==> config.mk <==
export PLATFORM = sky130hd
export DESIGN_NAME = avalon_bus_arbiter
export DESIGN_NICKNAME = d
export VERILOG_FILES = /design/src/rtl/avalon_arb_pkg.sv /design/src/rtl/rr_pick2.sv /design/src/rtl/avalon_bus_arbiter.sv
export SDC_FILE = /design/constraint.sdc
export NUM_CORES = 1
export LEC_CHECK = 0
export ABC_CLOCK_PERIOD_IN_PS = 2100
export BUFFER_PORTS_ARGS = -buffer_cell sky130_fd_sc_hd__buf_2
export CORE_MARGIN = 1
export CORE_UTILIZATION = 46
export CTS_CLUSTER_SIZE = 16
export DETAILED_ROUTE_END_ITERATION = 10
export PLACE_DENSITY = 0.86
export SLEW_MARGIN = 20
export SYNTH_ARGS = -nofsm -noshare
export SYNTH_HDL_FRONTEND = slang
export SYNTH_HIERARCHICAL = 1
export SYNTH_SLANG_ARGS = --single-unit
==> constraint.sdc <==
create_clock -name clock_in -period 2.1 [get_ports clock_in]
set_clock_uncertainty 0.2 [all_clocks]
set_input_delay 0 -clock clock_in [delete_from_list [all_inputs] [get_ports clock_in]]
set_output_delay 0 -clock clock_in [all_outputs]
set_load 0.05 [all_outputs]
==> src/rtl/avalon_arb_pkg.sv <==
// rtl/avalon_arb_pkg.sv - shared types and widths for the UART Avalon-MM bus arbiter
package avalon_arb_pkg;

  localparam int NUM_REQ       = 2;
  localparam int AV_DATA_WIDTH = 32;
  localparam int AV_ADDR_WIDTH = 1;

  typedef enum logic [1:0] {
    IDLE,
    ACCESS,
    DONE
  } arb_state_t;

  typedef struct packed {
    logic                     write;
    logic [AV_ADDR_WIDTH-1:0] address;
    logic [AV_DATA_WIDTH-1:0] writedata;
  } av_cmd_t;

endpackage

==> src/rtl/rr_pick2.sv <==
// rtl/rr_pick2.sv - combinational two-way round-robin winner select
module rr_pick2
  import avalon_arb_pkg::*;
(
  input  logic [NUM_REQ-1:0] req,
  input  logic               last_grant,
  output logic               win
);

  // On contention the requester that did not own the last transfer wins.
  always_comb begin
    win = 1'b0;
    if (req == 2'b11) begin
      win = ~last_grant;
    end else begin
      win = req[1];
    end
  end

endmodule

==> src/rtl/avalon_bus_arbiter.sv <==
// rtl/avalon_bus_arbiter.sv - round-robin sharing of one Avalon-MM slave port between two requesters
module avalon_bus_arbiter
  import avalon_arb_pkg::*;
#(
  parameter int DATA_WIDTH     = AV_DATA_WIDTH,
  parameter int ADDR_WIDTH     = AV_ADDR_WIDTH,
  parameter int TIMEOUT_CYCLES = 255
) (
  input  logic                             clock_in,
  input  logic                             reset_n_in,
  input  logic [NUM_REQ-1:0]               req_in,
  input  logic [NUM_REQ-1:0]               write_in,
  input  logic [NUM_REQ-1:0][ADDR_WIDTH-1:0] address_in,
  input  logic [NUM_REQ-1:0][DATA_WIDTH-1:0] writedata_in,
  output logic [NUM_REQ-1:0]               grant_out,
  output logic [NUM_REQ-1:0]               done_out,
  output logic [NUM_REQ-1:0]               error_out,
  output logic [DATA_WIDTH-1:0]            readdata_out,
  output logic                             busy_out,
  output logic                             chipselect_out,
  output logic [ADDR_WIDTH-1:0]            address_out,
  output logic                             read_n_out,
  output logic                             write_n_out,
  output logic [DATA_WIDTH-1:0]            writedata_out,
  input  logic [DATA_WIDTH-1:0]            readdata_in,
  input  logic                             waitrequest_in
);

  localparam int TW = (TIMEOUT_CYCLES > 0) ? $clog2(TIMEOUT_CYCLES + 1) : 1;

  arb_state_t    state, state_next;
  logic          last_grant;
  logic          win;
  logic          tmo_hit;
  logic [TW-1:0] tmo_cnt;
  av_cmd_t       win_cmd;

  rr_pick2 u_pick (
    .req        (req_in),
    .last_grant (last_grant),
    .win        (win)
  );

  always_comb begin
    win_cmd           = '0;
    win_cmd.write     = write_in[win];
    win_cmd.address   = address_in[win];
    win_cmd.writedata = writedata_in[win];
  end

  // Fires on the ACCESS cycle that would bring the stall count up to TIMEOUT_CYCLES.
  assign tmo_hit = (TIMEOUT_CYCLES != 0) && (tmo_cnt == TW'(TIMEOUT_CYCLES - 1));

  always_ff @(posedge clock_in or negedge reset_n_in) begin
    if (!reset_n_in) begin
      state <= IDLE;
    end else begin
      state <= state_next;
    end
  end

  always_comb begin
    state_next = state;
    case (state)
      IDLE:    if (req_in != '0) state_next = ACCESS;
      ACCESS:  if (!waitrequest_in || tmo_hit) state_next = DONE;
      DONE:    state_next = IDLE;
      default: state_next = IDLE;
    endcase
  end

  always_ff @(posedge clock_in or negedge reset_n_in) begin
    if (!reset_n_in) begin
      grant_out      <= '0;
      done_out       <= '0;
      error_out      <= '0;
      readdata_out   <= '0;
      busy_out       <= 1'b0;
      chipselect_out <= 1'b0;
      address_out    <= '0;
      read_n_out     <= 1'b1;
      write_n_out    <= 1'b1;
      writedata_out  <= '0;
      last_grant     <= 1'b1;
      tmo_cnt        <= '0;
    end else begin
      done_out  <= '0;
      error_out <= '0;
      busy_out  <= (state_next != IDLE);
      case (state)
        IDLE: begin
          if (req_in != '0) begin
            grant_out      <= win ? 2'b10 : 2'b01;
            chipselect_out <= 1'b1;
            read_n_out     <= win_cmd.write;
            write_n_out    <= ~win_cmd.write;
            address_out    <= win_cmd.address;
            writedata_out  <= win_cmd.writedata;
            tmo_cnt        <= '0;
          end
        end
        ACCESS: begin
          if (!waitrequest_in) begin
            if (!read_n_out) readdata_out <= readdata_in;
            chipselect_out <= 1'b0;
            read_n_out     <= 1'b1;
            write_n_out    <= 1'b1;
            done_out       <= grant_out;
            last_grant     <= grant_out[1];
          end else begin
            tmo_cnt <= tmo_cnt + 1'b1;
            if (tmo_hit) begin
              chipselect_out <= 1'b0;
              read_n_out     <= 1'b1;
              write_n_out    <= 1'b1;
              error_out      <= grant_out;
              last_grant     <= grant_out[1];
            end
          end
        end
        DONE: begin
          grant_out <= '0;
        end
        default: begin
          grant_out <= '0;
        end
      endcase
    end
  end

endmodule

==> flow_summary.json, run 1 <==
{
  "cp-end-kind": "flop",
  "p_switching_mw": 4.63,
  "floorplan.rows": 32,
  "crit_path_end": "writedata_out[16]",
  "die_h_um": 90.8,
  "synth.distinct_cells": 37,
  "via_per_inst": 5.19,
  "dpl-instance-area_mm2": 0.00464,
  "synth_nets": 403,
  "nets": 697,
  "grt_pass1_wl_um": 18000,
  "finalSetupViolCount": 1,
  "grt.overflow.total": 0,
  "r2r.worst_path.cells": 6,
  "drc_errors": 0,
  "fin_ws_ns": -0.0360,
  "violations": "hold timing, setup timing",
  "wl_um": 12200,
  "globalplace.congestion": 0.790,
  "seq_area_mm2": 0.00216,
  "drtAntennaViolNets": 0,
  "clk_latency_ns": 0.35,
  "cpMostUsedCell": "buf_12",
  "synthToLayoutAreaGrowth_pct": 67.6,
  "r2r-start": "last_grant",
  "antenna_cells": 0,
  "port_buffers": 179,
  "p_per_area_mw_per_mm2": 1490,
  "die_area_mm2": 0.00824,
  "cts_tree": "done",
  "core_mm2": 0.00769,
  "status": "complete, but fails checks",
  "regToRegSetupSlack_ns": -0.04,
  "first_pass_iters": 6,
  "htreeDepth": 3,
  "hold_class": "input port to flop",
  "vias": 3614,
  "worst_pin_slew_ns": 0.579,
  "ys_ff_latch": 86,
  "cellInternalPower_mw": 4.43,
  "nFillCells": 422,
  "track_usage": 0.283,
  "cp_data_arrival_time_ns": 2.14,
  "cts_sinks": 86,
  "switching_share": 0.511,
  "cp_max_fo": 5,
  "avgSynthCellArea_um2": 12.2,
  "crit_chain": "a21boi_4, buf_12, buf_12, mux2i_1, dlygate4sd3_1, o21ai_1",
  "crit_type": "flop to flop",
  "io_pins": 180,
  "p_seq_frac": 0.316,
  "fin_area_mm2": 0.00607,
  "holdWs_ns": -0.0103,
  "grt_setup_unrepaired": "true",
  "min_from": "writedata_in[32]",
  "root_buffer": "clkbuf_8",
  "multiInputGateArea_mm2": 0.00139,
  "critPathRequiredTime_ns": 2.10,
  "cp_slowest_cell": "dlygate4sd3_1",
  "power.share.combinational": 0.555,
  "p_leak_nw": 3.06,
  "critPathLaunchType": "flop",
  "power_frac_clock": 0.129,
  "yosys.area.top_type_share": 0.573,
  "synth_cells": 296,
  "final_cell_mix": "buf_2 (178), dlygate4sd3_1 (103), dfrtp_1 (83)",
  "drv_slew": 0,
  "fin_crit_ns": 2.14,
  "clockBufferDepth": 2,
  "die_w_um": 90.8,
  "r2r-end": "writedata_out[16]",
  "layout_commonest_cell": "buf_2",
  "antenna_found_initial": 0,
  "slowest_delay_ns": 0.60,
  "clkTransAtPathRegs_ns": 0.08,
  "yosysSeqAreaShare": 0.595,
  "dp_hpwl_um": 5900,
  "ys_warn_count": 6,
  "drtIter0Drc": 176,
  "synthTopCellsByArea": "dfrtp_1 (57%), mux2_2 (9.9%), mux2i_1 (9.4%)",
  "grt_max_degree": 67,
  "clock.fmax_ghz": 0.468,
  "slew_headroom": 0.612,
  "syn_area_mm2": 0.00362,
  "wire_per_inst_um": 17.5,
  "peakVddDrop_v": 0.000872,
  "drv_cap": 0,
  "cp-startpoint": "last_grant",
  "grt_pass1_vias": 3666,
  "hold_viol_final": 1,
  "yosys.area.top_type": "dfrtp_1",
  "finalCritPeriodShare": 1.02,
  "final_layout_size_suffix_gt1_frac": 0.422,
  "cts-buffers-inserted": 9,
  "start_util": 0.472
}
## worst max-delay path, delay by kind of cell, from the launching register on
kind,cells,cell delay (ns)
buffers and inverters,3,0.86
flip-flops,1,0.56
multiplexers,1,0.20
AO/OA/AOI/OAI,2,0.16
## Yosys cell counts, drive strengths merged
cell type   n
o21ai      37
o22ai       1
and2        2
a211o       1
o21bai      2
xnor2       2
and3        2
a21boi      1
nor2b       1
dfrtp      83
nand4       3
clkbuf      5
nand3b      1
and3b       1
inv         3
nor4        1
ha          2
mux2       33
or3         1
xor2        3
or2         1
nand3       3
buf        11
nand2b      1
nor3        3
dfstp       3
a211oi      1
mux2i      34
a21oi       2
nor2       15
nand2      37
## power by group through the flow
stage | Sequential [mW] | Clock (mW) | Combinational (mW)
after global routing | 2.94 | 1.25 | 5.24
after CTS | 2.81 | 1.19 | 4.79
final | 2.86 | 1.16 | 5.03
after global placement | 2.81 | 0 | 4.47
after detailed placement | 2.84 | 0 | 4.58
after floorplan | 5.18 | 0 | 1.09
## metal layers
| metal | routed length, um | global-route usage | part of all wire | up-vias |
|---|---|---|---|---|
| met3 | 996 | 0.0715 | 0.082 | 42 |
| li1 | - | - | - | 1611 |
| met5 | 0 | 0 | 0 | - |
| met1 | 4820 | 0.337 | 0.39 | 1748 |
| met2 | 6010 | 0.491 | 0.49 | 213 |
| met4 | 386 | 0.115 | 0.032 | 0 |
## registers in the layout, indices dropped and copies added (netlist names)
name            cells
address_out         1
last_grant          1
writedata_out      32
grant_out           2
read_n_out          1
tmo_cnt             8
busy_out            1
done_out            2
write_n_out         1
error_out           2
state               2
readdata_out       32
chipselect_out      1
## final cells by class
class,count,share of cell area
inverters,3,0.00185
clock buffers,13,0.0262
repair buffers,299,0.360
well taps,102,0.0210
flip-flops and latches,86,0.355
multi-input cells,191,0.229
clock inverters,3,0.00700
## through the flow
stage	util	setup WS [ns]	TNS [ns]	power, mW	std cells
global placement	0.604	0.343	0	7.28	565
finish	0.790	-0.0360	-0.0360	9.06	697
CTS	0.768	0.0844	0	8.80	687
detailed placement	0.604	0.312	0	7.42	565
floorplan	-	0.397	0	6.27	296
global route	0.790	-0.0503	-0.101	9.42	697
## worst min-delay path by stage
stage                            end  cells after the start
global route        writedata_out[0]                      4
global placement     readdata_out[6]                      1
floorplan                address_out                      0
detailed placement   readdata_out[2]                      1
finish              writedata_out[0]                      4
CTS                  readdata_out[2]                      3
## kinds of logic (layout without fill, tap and decap cells)
| kind of cell | after synthesis | in the layout | synth area share |
|---|---|---|---|
| flip-flops | 86 | 86 | 0.595 |
| adder cells (fa/ha/maj) | 2 | 2 | 0.00690 |
| XOR/XNOR | 5 | 5 | 0.0121 |
| multiplexers | 67 | 67 | 0.196 |
| AND/OR/NAND/NOR | 72 | 72 | 0.0904 |
| AO/OA/AOI/OAI | 45 | 45 | 0.0704 |
| buffers and inverters | 19 | 318 | 0.0290 |
## repair_timing
| item | 4_1_cts | 5_1_grt |
|---|---|---|
| gates resized for setup | 0 | 22 |
| endpoints found under the setup margin | 0 | 25 |
| endpoints found under the hold margin | 160 | 16 |
| buffers inserted | 0 | 7 |
| hold buffers | 106 | 16 |
Note: power is estimated with default switching activity, not from simulation.
==> inputs of run 2 (changes only) <==
--- a/config.mk
+++ b/config.mk
@@ -12,6 +12,7 @@
 export CTS_CLUSTER_SIZE = 16
 export DETAILED_ROUTE_END_ITERATION = 10
 export PLACE_DENSITY = 0.86
+export REMOVE_ABC_BUFFERS = 1
 export SLEW_MARGIN = 20
 export SYNTH_ARGS = -nofsm -noshare
 export SYNTH_HDL_FRONTEND = slang
==> run 2 against run 1 <==
  * The flow finishes with violations (hold timing)
  * Total power increased by 1.9%
  * Final cell count is 0.29% higher
  * Combinational power decreased by 1%
  * Utilization increased by 0.59 points
==> flow_summary.json, run 2 (same netlist as run 1, synthesis figures left out) <==
{
  "status": "complete, but fails checks",
  "violations": "hold timing",
  "cp_data_arrival_time_ns": 2.11,
  "track_usage": 0.273,
  "slowest_delay_ns": 0.56,
  "floorplan.rows": 32,
  "antenna_found_initial": 0,
  "drv_slew": 0,
  "grt_max_degree": 59,
  "die_w_um": 90.8,
  "p_per_area_mw_per_mm2": 1510,
  "antenna_cells": 0,
  "placed_cells": 566,
  "start_util": 0.472,
  "cts-buffers-inserted": 9,
  "wl_um": 11600,
  "root_buffer": "clkbuf_8",
  "wire_per_inst_um": 16.6,
  "drv_cap": 0,
  "cp_max_fo": 11,
  "globalplace.congestion": 0.758,
  "grt.overflow.total": 0,
  "drtIter0Drc": 115,
  "crit_chain": "a21boi_4, buf_12, clkbuf_16, mux2i_1, dlygate4sd3_1, o21ai_0",
  "cp_slowest_cell": "dfstp_2",
  "crit_type": "flop to flop",
  "slew_headroom": 0.621,
  "path_buf_inv": 3,
  "htreeDepth": 3,
  "utilization": 0.796,
  "cp_top_family": "buffers and inverters",
  "fin_cells": 699,
  "cts_sinks": 86,
  "peakVddDrop_v": 0.000862,
  "pre_cts_ws_ns": 0.333,
  "fin_ws_ns": 0.0535,
  "final_cell_mix": "buf_2 (178), dlygate4sd3_1 (104), dfrtp_1 (83)",
  "clkTransAtPathRegs_ns": 0.09,
  "critPathLaunchType": "flop",
  "drtAntennaViolNets": 0,
  "via_per_inst": 5.11,
  "first_pass_iters": 5,
  "layout_commonest_cell": "buf_2",
  "fin_area_mm2": 0.00612,
  "dp_hpwl_um": 5990,
  "drc_errors": 0,
  "hold_viol_final": 3,
  "io_pins": 180,
  "holdWs_ns": -0.00765,
  "clock.fmax_ghz": 0.489,
  "grt_pass1_wl_um": 17500,
  "cp-end-kind": "flop",
  "cts_tree": "done",
  "worst_pin_slew_ns": 0.569,
  "p_leak_nw": 3.09,
  "vias": 3569,
  "synthToLayoutAreaGrowth_pct": 68.8,
  "dpl-instance-area_mm2": 0.00465,
  "port_buffers": 179,
  "die_area_mm2": 0.00824,
  "nets": 699,
  "fin_tns_setup_ns": 0,
  "grt_pass1_vias": 3540,
  "hold_class": "input port to asynchronous set/reset pin",
  "critPathRequiredTime_ns": 2.16,
  "finalCritPeriodShare": 0.975,
  "die_h_um": 90.8,
  "core_mm2": 0.00769,
  "clockBufferDepth": 2,
  "power_mw": 9.23,
  "final_layout_size_suffix_gt1_frac": 0.417,
  "fin_crit_ns": 2.05,
  "finalSetupViolCount": 0,
  "reg_top3": "readdata_out: 32 flops, writedata_out: 32 flops, tmo_cnt: 8 flops",
  "clk_latency_ns": 0.34
}
run 2: cell types whose count changed in the layout (fill, tap and decap cells not counted), sizes merged:
cell and change:
buf +2, bufinv +2, clkinv -1, clkinvlp -1, dlygate4sd3 +1, dlymetal6s4s -1
run 2: timing repair:
action	in CTS	in global routing
setup buffers	0	8
hold endpoints to repair	160	6
resized for setup	0	13
hold buffers	105	6
endpoints found under the setup margin	0	21
run 2: power by group:
part	total [mW]	switching (mW)	leakage (nW)	internal, mW
registers	2.84	0.446	1.06	2.40
logic	4.98	3.56	1.91	1.42
clock network	1.41	0.553	0.124	0.858
total	9.23	4.56	3.09	4.67
run 2: layer usage:
layer,vias up,share of wire,track usage
met5,-,0,0
met4,0,0.035,0.123
met3,36,0.075,0.0690
met2,217,0.50,0.479
met1,1700,0.39,0.314
li1,1616,-,-
run 2: layout make-up:
type | count | area, um2
clock inverter | 3 | 90.1
inverter | 3 | 11.3
tap | 102 | 128
timing repair buffer | 301 | 2200
fill | 437 | 1570
sequential | 86 | 2160
clock buffer | 13 | 159
multi-input combinational | 191 | 1380
run 2: worst paths after layout:
path	start	endpoint	slack, ns	cells after the start
max in group asynchronous	reset_n_in	last_grant	1.04	3
worst min register to register	writedata_out[12]	writedata_out[12]	0.29	2
min in group clock_in	writedata_in[10]	writedata_out[10]	0.07	4
worst min-delay path	reset_n_in	readdata_out[21]	-0.008	2
worst max register to register	last_grant	writedata_out[28]	0.05	6
worst max-delay path	last_grant	writedata_out[28]	0.05	6
==> inputs of run 3 (changes only) <==
--- a/config.mk
+++ b/config.mk
@@ -7,11 +7,13 @@
 export LEC_CHECK = 0
 export ABC_CLOCK_PERIOD_IN_PS = 2100
 export BUFFER_PORTS_ARGS = -buffer_cell sky130_fd_sc_hd__buf_2
+export CELL_PAD_IN_SITES_DETAIL_PLACEMENT = 1
+export CELL_PAD_IN_SITES_GLOBAL_PLACEMENT = 1
 export CORE_MARGIN = 1
-export CORE_UTILIZATION = 46
+export CORE_UTILIZATION = 34
 export CTS_CLUSTER_SIZE = 16
 export DETAILED_ROUTE_END_ITERATION = 10
-export PLACE_DENSITY = 0.86
+export PLACE_DENSITY = 0.85
 export REMOVE_ABC_BUFFERS = 1
 export SLEW_MARGIN = 20
 export SYNTH_ARGS = -nofsm -noshare
==> run 3 against run 2 <==
  * The run ends with setup timing left
  * Clock power is 6% lower
  * Combinational power is 2% higher
  * Routed wire length is 20% higher
  * Count of clock-buffer cells in the layout is 3 lower
  * Largest cell class unchanged
  * Via count is 1.8% lower
  * Final cell count is 5.2% higher
  * Worst hold slack better by 0.037 ns
  * Total power is 0.16% higher
  * Critical endpoint is now writedata_out[23]
  * Fmax is 4.0% lower
  * Largest power group unchanged
==> flow_summary.json, run 3 (same netlist as run 1, synthesis figures left out) <==
{
  "cp_data_arrival_time_ns": 2.16,
  "cts-buffers-inserted": 9,
  "dpl-instance-area_mm2": 0.00468,
  "fin_crit_ns": 2.13,
  "die_w_um": 105,
  "drtIter0Drc": 99,
  "core_mm2": 0.0103,
  "grt.overflow.total": 0,
  "pre_cts_ws_ns": 0.226,
  "start_util": 0.351,
  "cts_tree": "done",
  "finalSetupViolCount": 2,
  "placed_cells": 600,
  "die_area_mm2": 0.0111,
  "status": "complete, but fails checks",
  "clk_latency_ns": 0.36,
  "clockBufferDepth": 2,
  "drc_errors": 0,
  "floorplan.rows": 37,
  "grt_max_degree": 67,
  "p_per_area_mw_per_mm2": 1500,
  "vias": 3505,
  "htreeDepth": 3,
  "finalCritPeriodShare": 1.02,
  "hold_viol_final": 0,
  "fin_area_mm2": 0.00618,
  "port_buffers": 179,
  "grt_pass1_vias": 3922,
  "hold_class": "input port to flop",
  "cp-end-kind": "flop",
  "clkTransAtPathRegs_ns": 0.09,
  "antenna_cells": 0,
  "violations": "setup timing",
  "critPathLaunchType": "flop",
  "grt_pass1_wl_um": 20300,
  "p_leak_nw": 3.11,
  "critPathRequiredTime_ns": 2.13,
  "via_per_inst": 4.77,
  "root_buffer": "clkbuf_8",
  "track_usage": 0.242,
  "io_pins": 180,
  "nets": 701,
  "wire_per_inst_um": 19.0,
  "reg_top3": "readdata_out: 32 flops, writedata_out: 32 flops, tmo_cnt: 8 flops",
  "crit_type": "flop to flop",
  "cp_max_fo": 9,
  "synthToLayoutAreaGrowth_pct": 70.6,
  "clock.fmax_ghz": 0.469,
  "fin_cells": 735,
  "drv_cap": 0,
  "antenna_found_initial": 0,
  "die_h_um": 105,
  "final_cell_mix": "buf_2 (178), dlygate4sd3_1 (104), dfrtp_1 (83)",
  "wl_um": 13900,
  "drtAntennaViolNets": 0,
  "drv_slew": 0,
  "slew_headroom": 0.613,
  "globalplace.congestion": 0.751,
  "first_pass_iters": 4,
  "layout_commonest_cell": "buf_2",
  "peakVddDrop_v": 0.000810,
  "worst_pin_slew_ns": 0.581,
  "fin_ws_ns": -0.0325,
  "final_layout_size_suffix_gt1_frac": 0.421,
  "dp_hpwl_um": 6630,
  "cts_sinks": 86,
  "grt_setup_unrepaired": "true"
}
==> run 3: metal layers <==
layer | wire [um] | track usage | up-vias
li1 | - | - | 1614
met3 | 872 | 0.0594 | 24
met5 | 0 | 0 | -
met1 | 5490 | 0.275 | 1695
met4 | 255 | 0.0775 | 0
met2 | 7330 | 0.441 | 172
==> run 3: layout make-up <==
type / count / area, um2
Clock buffer: 10 / 138
Clock inverter: 6 / 92.6
Fill cell: 1105 / 4140
Inverter: 3 / 11.3
Multi-Input combinational cell: 191 / 1390
Sequential cell: 86 / 2160
Tap cell: 136 / 170
Timing Repair Buffer: 303 / 2230
==> run 3: repair_timing <==
action / 4_1_cts / 5_1_grt
hold buffers: 106 / 23
setup endpoints to repair: 0 / 27
hold endpoints to repair: 159 / 23
setup buffers: 0 / 5
gates resized for setup: 0 / 17
==> run 3: where the power goes <==
part           internal, mW  switching (mW)  total [mW]
Sequential             2.40           0.477        2.87
Clock                 0.710           0.605        1.32
Combinational          1.39            3.67        5.06
Total                  4.50            4.75        9.25
==> run 3: worst max-delay path, cell delays in order (launching register included) <==
cell and delay [ns]:
dfstp_2 0.55, a21boi_4 0.06, buf_12 0.14, clkbuf_16 0.17, mux2i_1 0.21, dlygate4sd3_1 0.59
o21ai_0 0.08
==> run 3: through the flow <==
step	total power, mW	setup TNS (ns)	hold slack [ns]	utilization
6_report	9.25	-0.0389	0.0290	0.599
5_1_grt	9.68	-0.428	0.0344	0.599
4_1_cts	8.99	0	0.173	0.579
3_5_place_dp	7.43	0	-0.162	0.454
3_3_place_gp	7.28	0	-0.178	0.454
2_1_floorplan	6.20	-17.75	-0.496	-
==> run 3: path summary, 6_finish.rpt <==
path                                  start                end  slack [ns]  depth (start not counted)
min reg2reg                writedata_out[6]   writedata_out[6]        0.29                          2
min in group asynchronous        reset_n_in   readdata_out[14]        0.52                          3
max                              last_grant  writedata_out[23]       -0.03                          6
max in group asynchronous        reset_n_in         last_grant        0.48                          4
min                        writedata_in[57]  writedata_out[25]        0.03                          4
max reg2reg                      last_grant  writedata_out[23]       -0.03                          6
